==> src/rtl/cva6_lsu_mem_arbiter.sv <==
// cva6_lsu_mem_arbiter
// Shares one data-memory port between the LSU load unit and the store drain
// path. Loads normally win, but a waiting store is forced through after
// STARVE_LIMIT back-to-back load grants. Every accepted request is tracked in
// an in-order FIFO so each memory response can be routed back to its owner.
// A load whose word address matches an in-flight store is held off until that
// store has responded (read-after-write hazard).
//
// Optional feature: define CVA6_LSU_ARB_PERF_EN to add three 32-bit
// performance counters (load grants, store grants, hazard stall cycles).
//
// Handshake rules (all channels):
//   - ld_req_i / st_req_i are held high, with a stable address, until the
//     matching ld_gnt_o / st_gnt_o is seen; a grant completes the request.
//   - mem_req_o is offered to memory; a request is accepted in any cycle
//     where mem_req_o && mem_gnt_i. Once offered and not accepted, the same
//     owner and address are presented until acceptance (lock).
//   - mem_rvalid_i returns exactly one response per accepted request, in
//     acceptance order; it is routed to ld_rvalid_o or st_rvalid_o in the
//     same cycle.
// dbg_locked_o exposes the lock FSM state (1 = request held for memory).
module cva6_lsu_mem_arbiter #(
  parameter int MAX_OUTSTANDING = 4,
  parameter int STARVE_LIMIT    = 3,
  parameter int ADDR_W          = 32
) (
  input  logic              clk_i,
  input  logic              rst_i,
  input  logic              ld_req_i,
  input  logic [ADDR_W-1:0] ld_addr_i,
  output logic              ld_gnt_o,
  output logic              ld_rvalid_o,
  input  logic              st_req_i,
  input  logic [ADDR_W-1:0] st_addr_i,
  output logic              st_gnt_o,
  output logic              st_rvalid_o,
  output logic              mem_req_o,
  output logic [ADDR_W-1:0] mem_addr_o,
  output logic              mem_we_o,
  input  logic              mem_gnt_i,
  input  logic              mem_rvalid_i,
  output logic              dbg_locked_o
`ifdef CVA6_LSU_ARB_PERF_EN
  ,
  output logic [31:0]       perf_ld_grants_o,
  output logic [31:0]       perf_st_grants_o,
  output logic [31:0]       perf_hazard_stalls_o
`endif
);

  localparam int PTR_W = (MAX_OUTSTANDING > 1) ? $clog2(MAX_OUTSTANDING) : 1;
  localparam int CNT_W = $clog2(MAX_OUTSTANDING) + 1;
  localparam int SC_W  = (STARVE_LIMIT > 0) ? $clog2(STARVE_LIMIT + 1) : 1;
  localparam int WA_W  = ADDR_W - 2;

  typedef enum logic {
    ST_IDLE   = 1'b0,
    ST_LOCKED = 1'b1
  } lock_state_e;

  // Lock FSM state and the saved selection
  lock_state_e       state_q, state_d;
  logic              lock_we_q, lock_we_d;
  logic [ADDR_W-1:0] lock_addr_q, lock_addr_d;

  // Outstanding FIFO: owner bit and word address per entry
  logic              fifo_we_q   [MAX_OUTSTANDING];
  logic [WA_W-1:0]   fifo_addr_q [MAX_OUTSTANDING];
  logic [MAX_OUTSTANDING-1:0] fifo_vld_q;
  logic [PTR_W-1:0]  wr_ptr_q, rd_ptr_q;
  logic [CNT_W-1:0]  count_q;

  logic [SC_W-1:0]   starve_q;

  logic fifo_full;
  logic ld_hazard;
  logic ld_eligible;
  logic starve_at_limit;
  logic sel_ld, sel_st;
  logic grant;
  logic push, pop;

  assign fifo_full       = (count_q == CNT_W'(MAX_OUTSTANDING));
  assign ld_eligible     = ld_req_i && !ld_hazard;
  assign starve_at_limit = (starve_q == SC_W'(STARVE_LIMIT));
  assign dbg_locked_o    = (state_q == ST_LOCKED);

  // RAW hazard: any tracked store to the same word as the pending load
  always_comb begin
    ld_hazard = 1'b0;
    for (int i = 0; i < MAX_OUTSTANDING; i++) begin
      if (fifo_vld_q[i] && fifo_we_q[i] &&
          (fifo_addr_q[i] == ld_addr_i[ADDR_W-1:2])) begin
        ld_hazard = 1'b1;
      end
    end
  end

  // Lock FSM next state plus requester selection and memory request outputs
  always_comb begin
    state_d     = state_q;
    lock_we_d   = lock_we_q;
    lock_addr_d = lock_addr_q;
    sel_ld      = 1'b0;
    sel_st      = 1'b0;
    mem_req_o   = 1'b0;
    mem_we_o    = 1'b0;
    mem_addr_o  = '0;
    if (!rst_i) begin
      case (state_q)
        ST_IDLE: begin
          if (!fifo_full) begin
            if (ld_eligible && !(st_req_i && starve_at_limit)) begin
              sel_ld = 1'b1;
            end else if (st_req_i) begin
              sel_st = 1'b1;
            end
          end
          mem_req_o  = sel_ld || sel_st;
          mem_we_o   = sel_st;
          if (sel_st) begin
            mem_addr_o = st_addr_i;
          end else if (sel_ld) begin
            mem_addr_o = ld_addr_i;
          end
          // Memory stalled: freeze this selection until it is accepted
          if ((sel_ld || sel_st) && !mem_gnt_i) begin
            state_d     = ST_LOCKED;
            lock_we_d   = sel_st;
            lock_addr_d = sel_st ? st_addr_i : ld_addr_i;
          end
        end
        ST_LOCKED: begin
          sel_ld     = !lock_we_q;
          sel_st     = lock_we_q;
          mem_req_o  = 1'b1;
          mem_we_o   = lock_we_q;
          mem_addr_o = lock_addr_q;
          if (mem_gnt_i) begin
            state_d = ST_IDLE;
          end
        end
        default: state_d = ST_IDLE;
      endcase
    end
  end

  assign grant    = mem_req_o && mem_gnt_i;
  assign ld_gnt_o = grant && sel_ld;
  assign st_gnt_o = grant && sel_st;

  // Responses pop the FIFO head; a response with nothing tracked is dropped
  assign push        = grant;
  assign pop         = mem_rvalid_i && (count_q != '0) && !rst_i;
  assign ld_rvalid_o = pop && !fifo_we_q[rd_ptr_q];
  assign st_rvalid_o = pop &&  fifo_we_q[rd_ptr_q];

  // Lock FSM state register
  always_ff @(posedge clk_i or posedge rst_i) begin
    if (rst_i) begin
      state_q     <= ST_IDLE;
      lock_we_q   <= 1'b0;
      lock_addr_q <= '0;
    end else begin
      state_q     <= state_d;
      lock_we_q   <= lock_we_d;
      lock_addr_q <= lock_addr_d;
    end
  end

  // FIFO pointers, occupancy and per-entry valid bits
  always_ff @(posedge clk_i or posedge rst_i) begin
    if (rst_i) begin
      wr_ptr_q   <= '0;
      rd_ptr_q   <= '0;
      count_q    <= '0;
      fifo_vld_q <= '0;
    end else begin
      if (pop) begin
        rd_ptr_q             <= rd_ptr_q + PTR_W'(1);
        fifo_vld_q[rd_ptr_q] <= 1'b0;
      end
      if (push) begin
        wr_ptr_q             <= wr_ptr_q + PTR_W'(1);
        fifo_vld_q[wr_ptr_q] <= 1'b1;
      end
      if (push && !pop) begin
        count_q <= count_q + CNT_W'(1);
      end else if (pop && !push) begin
        count_q <= count_q - CNT_W'(1);
      end
    end
  end

  // FIFO payload; only meaningful where the valid bit is set
  always_ff @(posedge clk_i) begin
    if (push) begin
      fifo_we_q[wr_ptr_q]   <= mem_we_o;
      fifo_addr_q[wr_ptr_q] <= mem_addr_o[ADDR_W-1:2];
    end
  end

  // Starvation guard: counts load grants taken while a store is waiting
  always_ff @(posedge clk_i or posedge rst_i) begin
    if (rst_i) begin
      starve_q <= '0;
    end else if (st_gnt_o || !st_req_i) begin
      starve_q <= '0;
    end else if (ld_gnt_o && !starve_at_limit) begin
      starve_q <= starve_q + SC_W'(1);
    end
  end

`ifdef CVA6_LSU_ARB_PERF_EN
  // Free-running performance counters, wrapping at 2^32
  always_ff @(posedge clk_i or posedge rst_i) begin
    if (rst_i) begin
      perf_ld_grants_o     <= '0;
      perf_st_grants_o     <= '0;
      perf_hazard_stalls_o <= '0;
    end else begin
      if (ld_gnt_o) begin
        perf_ld_grants_o <= perf_ld_grants_o + 32'd1;
      end
      if (st_gnt_o) begin
        perf_st_grants_o <= perf_st_grants_o + 32'd1;
      end
      if (ld_req_i && ld_hazard) begin
        perf_hazard_stalls_o <= perf_hazard_stalls_o + 32'd1;
      end
    end
  end
`endif

endmodule

==> config.mk <==
export PLATFORM = sky130hd
export DESIGN_NAME = cva6_lsu_mem_arbiter
export DESIGN_NICKNAME = d
export VERILOG_FILES = /design/src/rtl/cva6_lsu_mem_arbiter.sv
export SDC_FILE = /design/constraint.sdc
export NUM_CORES = 1
export LEC_CHECK = 0
export BUFFER_PORTS_ARGS = -buffer_cell sky130_fd_sc_hd__buf_2
export CAP_MARGIN = 5
export CORE_MARGIN = 4
export CORE_UTILIZATION = 30
export CTS_CLUSTER_SIZE = 20
export DETAILED_ROUTE_END_ITERATION = 6
export GPL_TIMING_DRIVEN = 0
export HOLD_SLACK_MARGIN = 0.15
export PLACE_DENSITY_LB_ADDON = 0.25
export SLEW_MARGIN = 20
export SYNTH_ARGS = -nofsm -noshare
export SYNTH_HDL_FRONTEND = slang
export SYNTH_SLANG_ARGS = --single-unit
==> constraint.sdc <==
create_clock -name clk_i -period 6 [get_ports clk_i]
set_input_delay 0.3 -clock clk_i [delete_from_list [all_inputs] [get_ports clk_i]]
set_output_delay 0.3 -clock clk_i [all_outputs]
set_load 0.02 [all_outputs]
Word level (Yosys, flattened, before mapping) --
Memory sizes are Yosys's and may differ from the RTL's. Cells that the tools add are included.
Cells by class: $lt $le $gt $ge 4, reductions and logical operators 40, $add $sub $neg 5, mux-type cells 39, eq/ne operators 6, bitwise logic cells 5
Operator list (count):
- $mux 32 | 4
- $eq 30x30->1 | 4
- $pmux 32 s2 | 1
- $logic_and 1x1->1 | 24
- $mux 1 | 22
- $logic_not 1->1 | 10
- $mux 4 | 2
- $pmux 1 s2 | 4
- $add 2x1->2 const B | 3
- $lt 2x3->1 const B | 2
- $mux 3 | 2
- $and 4x4->4 | 1
- $demux 1 s2 | 2
- $ge 2x1->1 const B | 2
- $mux 2 | 2
- $not 4->4 | 1
- $or 4x4->4 | 1
- $reduce_bool 2->1 | 2
- $add 3x1->3 const B | 1
- $eq 3x3->1 const B | 1
- $reduce_and 3->1 | 1
- $reduce_bool 3->1 | 1
- $sub 3x1->3 const B | 1
- $eq 2x2->1 const B | 1
- 2 further kinds | 4
Word-level totals: output and inout port bits 39, memory bits (writable) 124, memories 2, logic and storage cells 109, register bits after elaboration 47, input port bits 70
Memory list:
- fifo_addr_q | words 4, bits a word 30, rd ports 4, clocked after memory_dff 0, write ports 1, RTL line 68 | logic [WA_W-1:0] fifo_addr_q [MAX_OUTSTANDING];
- fifo_we_q | words 4, bits a word 1, rd ports 5, clocked after memory_dff 0, write ports 1, RTL line 67 | logic fifo_we_q [MAX_OUTSTANDING];

Logic depth before layout (Yosys ltp) --
depth in word-level cells 21, depth in mapped cells 14, gate-level depth less buffers 12

Least setup slack after synthesis --
Ideal clock, no wire load.
path type input -> register, from in rst_i, to mem fifo_addr_q[0][0] (netlist name) (enable), cell stages on the path 6, arrival time 2.985 ns, required time 5.609 ns, setup time 0.391 ns, path buffers 1, path slack 2.624 ns, path through inv_1 nand2_1 nor2_1 o31a_1 clkbuf_1 and2_1
Between the ends: cells in the longest elaborated chain, start to end 4
RTL lines:
- start, declared | RTL line 28 | input logic rst_i,
- $mux 1 | RTL line 109 | if (!rst_i) begin
- $logic_and 1x1->1 | RTL line 148 | assign grant = mem_req_o && mem_gnt_i;
- via grant | RTL line 80 | logic grant;
- $mux 1 | RTL line 197 | if (push) begin
- $mux 1 (implied by the code) | RTL line 199 | fifo_addr_q[wr_ptr_q] <= mem_addr_o[ADDR_W-1:2];
- end, declared | RTL line 68
The timed path passes the listed nets, and every way through them passes these cells.

==> impl_metrics.py <==
metrics = {
    "setup_path": {
        "cp.required_ps": 5700,
        "cp_slowest_cell": "nor4_1",
        "cpPeakStageDelay_ps": 610,
        "worstSetupEndpointType": "primary output",
        "arrival_ps": 4090,
        "cpMostUsedCell": "buf_2",
        "crit_type": "reg -> out",
        "path_max_fanout": 10,
        "critPathLaunchType": "flop",
        "path_cells": "xor2_1 -> nor4_1 -> nand4_1 -> o22ai_1 -> o31ai_1 -> nor3_2 -> buf_2 -> a221o_1 -> buf_2",
    },
    "finish": {
        "seq_area_mm2": 0.00490,
        "fin_cells": 1206,
        "diodes": 0,
        "layout-drive-gt1-share_pct": 19.7,
        "areaGrowthSynthToFinish_pct": 20.5,
        "fill_cells": 2765,
        "nets": 896,
        "utilization_pct": 36.6,
        "multi_input_area_mm2": 0.00320,
    },
    "yosys": {
        "synth_ff_type": "edfxtp_1",
        "syn_inst": 691,
        "synth_edf_count": 124,
        "synth_cell_types": 42,
        "syn_nets": 772,
        "yosysSeqAreaShare_pct": 58.2,
        "synth-async-reset-ratio_pct": 27.5,
        "yosysWarnings": 0,
        "synth_seq_cells": 171,
        "syn_avg_cell_area_um2": 12.2,
        "synthesis.area_mm2": 0.00842,
    },
    "timing": {
        "setup_viol": 0,
        "rsz0062_at_grt": "no",
        "worst_pin_slew_ps": 1070,
        "fin_crit_sh_pct": 73.2,
        "finalSetupTns_ps": 0,
        "final.min_clock_period_ps": 4390,
        "relSlewSlack_pct": 28.2,
        "skew_ps": 13.5,
        "hold_viol_final": 0,
        "clock.fmax_ghz": 0.228,
        "holdWs_ps": 167,
        "drv_slew": 0,
    },
    "floorplan": {
        "die_x_um": 176,
        "start_util_pct": 30.4,
        "die-area_mm2": 0.0308,
        "ios": 109,
        "core_area_mm2": 0.0277,
        "rows": 61,
        "die_h_um": 176,
    },
    "clock_network": {
        "cts_num_sinks": 171,
        "cts-root-buf": "clkbuf_16",
        "clk_pin_slew_worst_paths_ps": 70,
        "cts_buffers": 17,
        "cts_tree": "done",
        "htreeDepth": 4,
        "insertion_delay_ps": 430,
        "clockBufferDepth": 2,
    },
    "placed_design": {
        "place_inst": 1152,
        "place.port_buffers": 78,
        "routabilityCongestion": 0.821,
        "place_hpwl_um": 20100,
    },
    "routing": {
        "drc": 0,
        "routed_wl_um": 27300,
        "drtIter0Drc": 694,
        "vias": 6241,
        "viasPerCell": 5.17,
        "ant_nets": 0,
        "drtPass1Iterations": 5,
        "detail_route.wl_per_cell_um": 22.7,
    },
    "global_routing": {
        "gr-total-overflow": 0,
        "grt_usage_pct": 17.6,
        "grt_pass1_wl_um": 40100,
        "grt_max_degree": 31,
        "grt_antenna_before_repair": 0,
        "grt_pass1_vias": 6097,
    },
    "power": {
        "p_per_area_mw_per_mm2": 373,
        "power.leakage_nw": 3.76,
        "ir_worst_vdd_mv": 0.187,
    },
    "outcome": {
        "status": "complete, no violations",
    },
    "hold_path": {
        "hold_class": "in -> reg",
    },
    "job": {
        "drv_cap": 0,
    },
}
==> metrics by stage <==
| stage | instance area, µm² | power (W) | worst slack (ps) |
|---|---|---|---|
| after floorplan | 8420 | 0.00237 | 2620 |
| after global placement | 9290 | 0.00275 | 845 |
| after detailed placement | 9400 | 0.00278 | 1860 |
| after CTS | 10200 | 0.00381 | 1530 |
| after global routing | 10200 | 0.00398 | 1420 |
| final | 10200 | 0.00378 | 1610 |
==> critical path, delay by kind of cell, from the launching register on <==
kind | cells | cell delay [ps]
compound gates | 3 | 1260
xor+xnor | 1 | 160
buf+inv | 2 | 620
flops | 1 | 390
simple gates | 3 | 1210
==> path summary, 6_finish.rpt <==
check | start | depth (start not counted) | slack, ps | to
max in group asynchronous | rst_i | 4 | 5040 | lock_addr_q[10]
hold reg to reg | fifo_vld_q[3] | 1 | 510 | fifo_vld_q[3]
min in group asynchronous | rst_i | 3 | 460 | dbg_locked_o
setup reg to reg | starve_q[0] | 8 | 2230 | lock_addr_q[0]
hold / removal | st_addr_i[19] | 3 | 170 | lock_addr_q[19]
setup / recovery | fifo_addr_q[3][29] | 9 | 1610 | mem_addr_o[14]
==> routing by layer <==
metal | vias up | wire, µm | global-route usage (%)
li1 | 2821 | - | -
met1 | 3113 | 12500 | 25.4
met2 | 287 | 12800 | 28.2
met3 | 20 | 1770 | 2.80
met4 | 0 | 232 | 3.74
met5 | - | 0 | 0
==> power by group <==
part / total [W] / internal (W) / switching (W)
Sequential: 0.00170 / 0.00158 / 0.000124
Clock: 0.00101 / 0.000531 / 0.000481
Combinational: 0.00107 / 0.000382 / 0.000687
==> cell type report <==
| type | count | area share, % |
|---|---|---|
| plain buffers | 65 | 2.88 |
| clock buffers | 19 | 4.26 |
| clock inverters | 13 | 0.961 |
| inverters | 9 | 0.357 |
| multi-input cells | 446 | 31.5 |
| flip-flops and latches | 171 | 48.3 |
| well taps | 378 | 4.66 |
| repair buffers | 105 | 7.07 |
==> what timing repair did <==
| item | CTS | global route |
|---|---|---|
| buffers inserted | 0 | 0 |
| endpoints found under the setup margin | 0 | 0 |
| gates resized for setup | 0 | 0 |
| hold buffers | 22 | 0 |
| endpoints found under the hold margin | 39 | 0 |
==> flip-flops by register name, indices dropped and copies added, names as in the netlist <==
register	count
fifo_addr_q	120
lock_addr_q	32
fifo_vld_q	4
fifo_we_q	4
count_q	3
rd_ptr_q	2
starve_q	2
wr_ptr_q	2
dbg_locked_o	1
lock_we_q	1
==> cell usage after synthesis (all sizes together), types with 10 or more instances <==
cell,count,area [µm²]
nor4,23,144
buf,40,199
and2,39,244
edfxtp,124,3720
nand2,12,45.0
a31oi,36,225
a221o,32,320
xor2,90,788
nor2,11,41.3
xnor2,34,298
dfrtp,47,1180
nand4,14,87.6
clkbuf,25,93.8
o21ai,37,185
a21oi,34,170
ha,10,125
nand3,35,175
==> cell usage in the layout (no fill, tap or decap), types with 2 or more instances in the layout <==
cell	count
nor4_1	23
a21oi_1	34
inv_1	8
a31oi_1	36
a22oi_1	2
nand2b_1	3
nor3_2	2
inv_6	2
a221o_1	32
dlygate4sd3_1	22
clkinvlp_4	6
mux2_2	2
o31ai_1	2
nor2b_1	2
nand4_1	14
nor2_1	11
edfxtp_1	124
o21ai_0	37
and2_1	35
buf_12	4
and2_2	4
o41ai_1	2
a22o_1	4
xnor2_1	34
nand2_1	12
xor2_1	90
and3_1	2
ha_1	10
nor3_1	5
dfrtp_1	47
clkbuf_16	17
clkbuf_1	27
clkinv_4	3
buf_2	117
nand3_1	35
==> logic make-up (layout without fill, tap and decap cells) <==
family                   after synthesis  after routing  synth area share, %
XOR/XNOR                             124            124                 12.9
flip-flops                           171            171                 58.2
adder cells (fa/ha/maj)               11             11                 1.72
AND/OR/NAND/NOR                      151            151                 10.1
multiplexers                           3              3                0.535
buffers and inverters                 74            211                 3.88
AO/OA/AOI/OAI                        157            157                 12.7
Note: power is estimated with default switching activity, not from simulation.
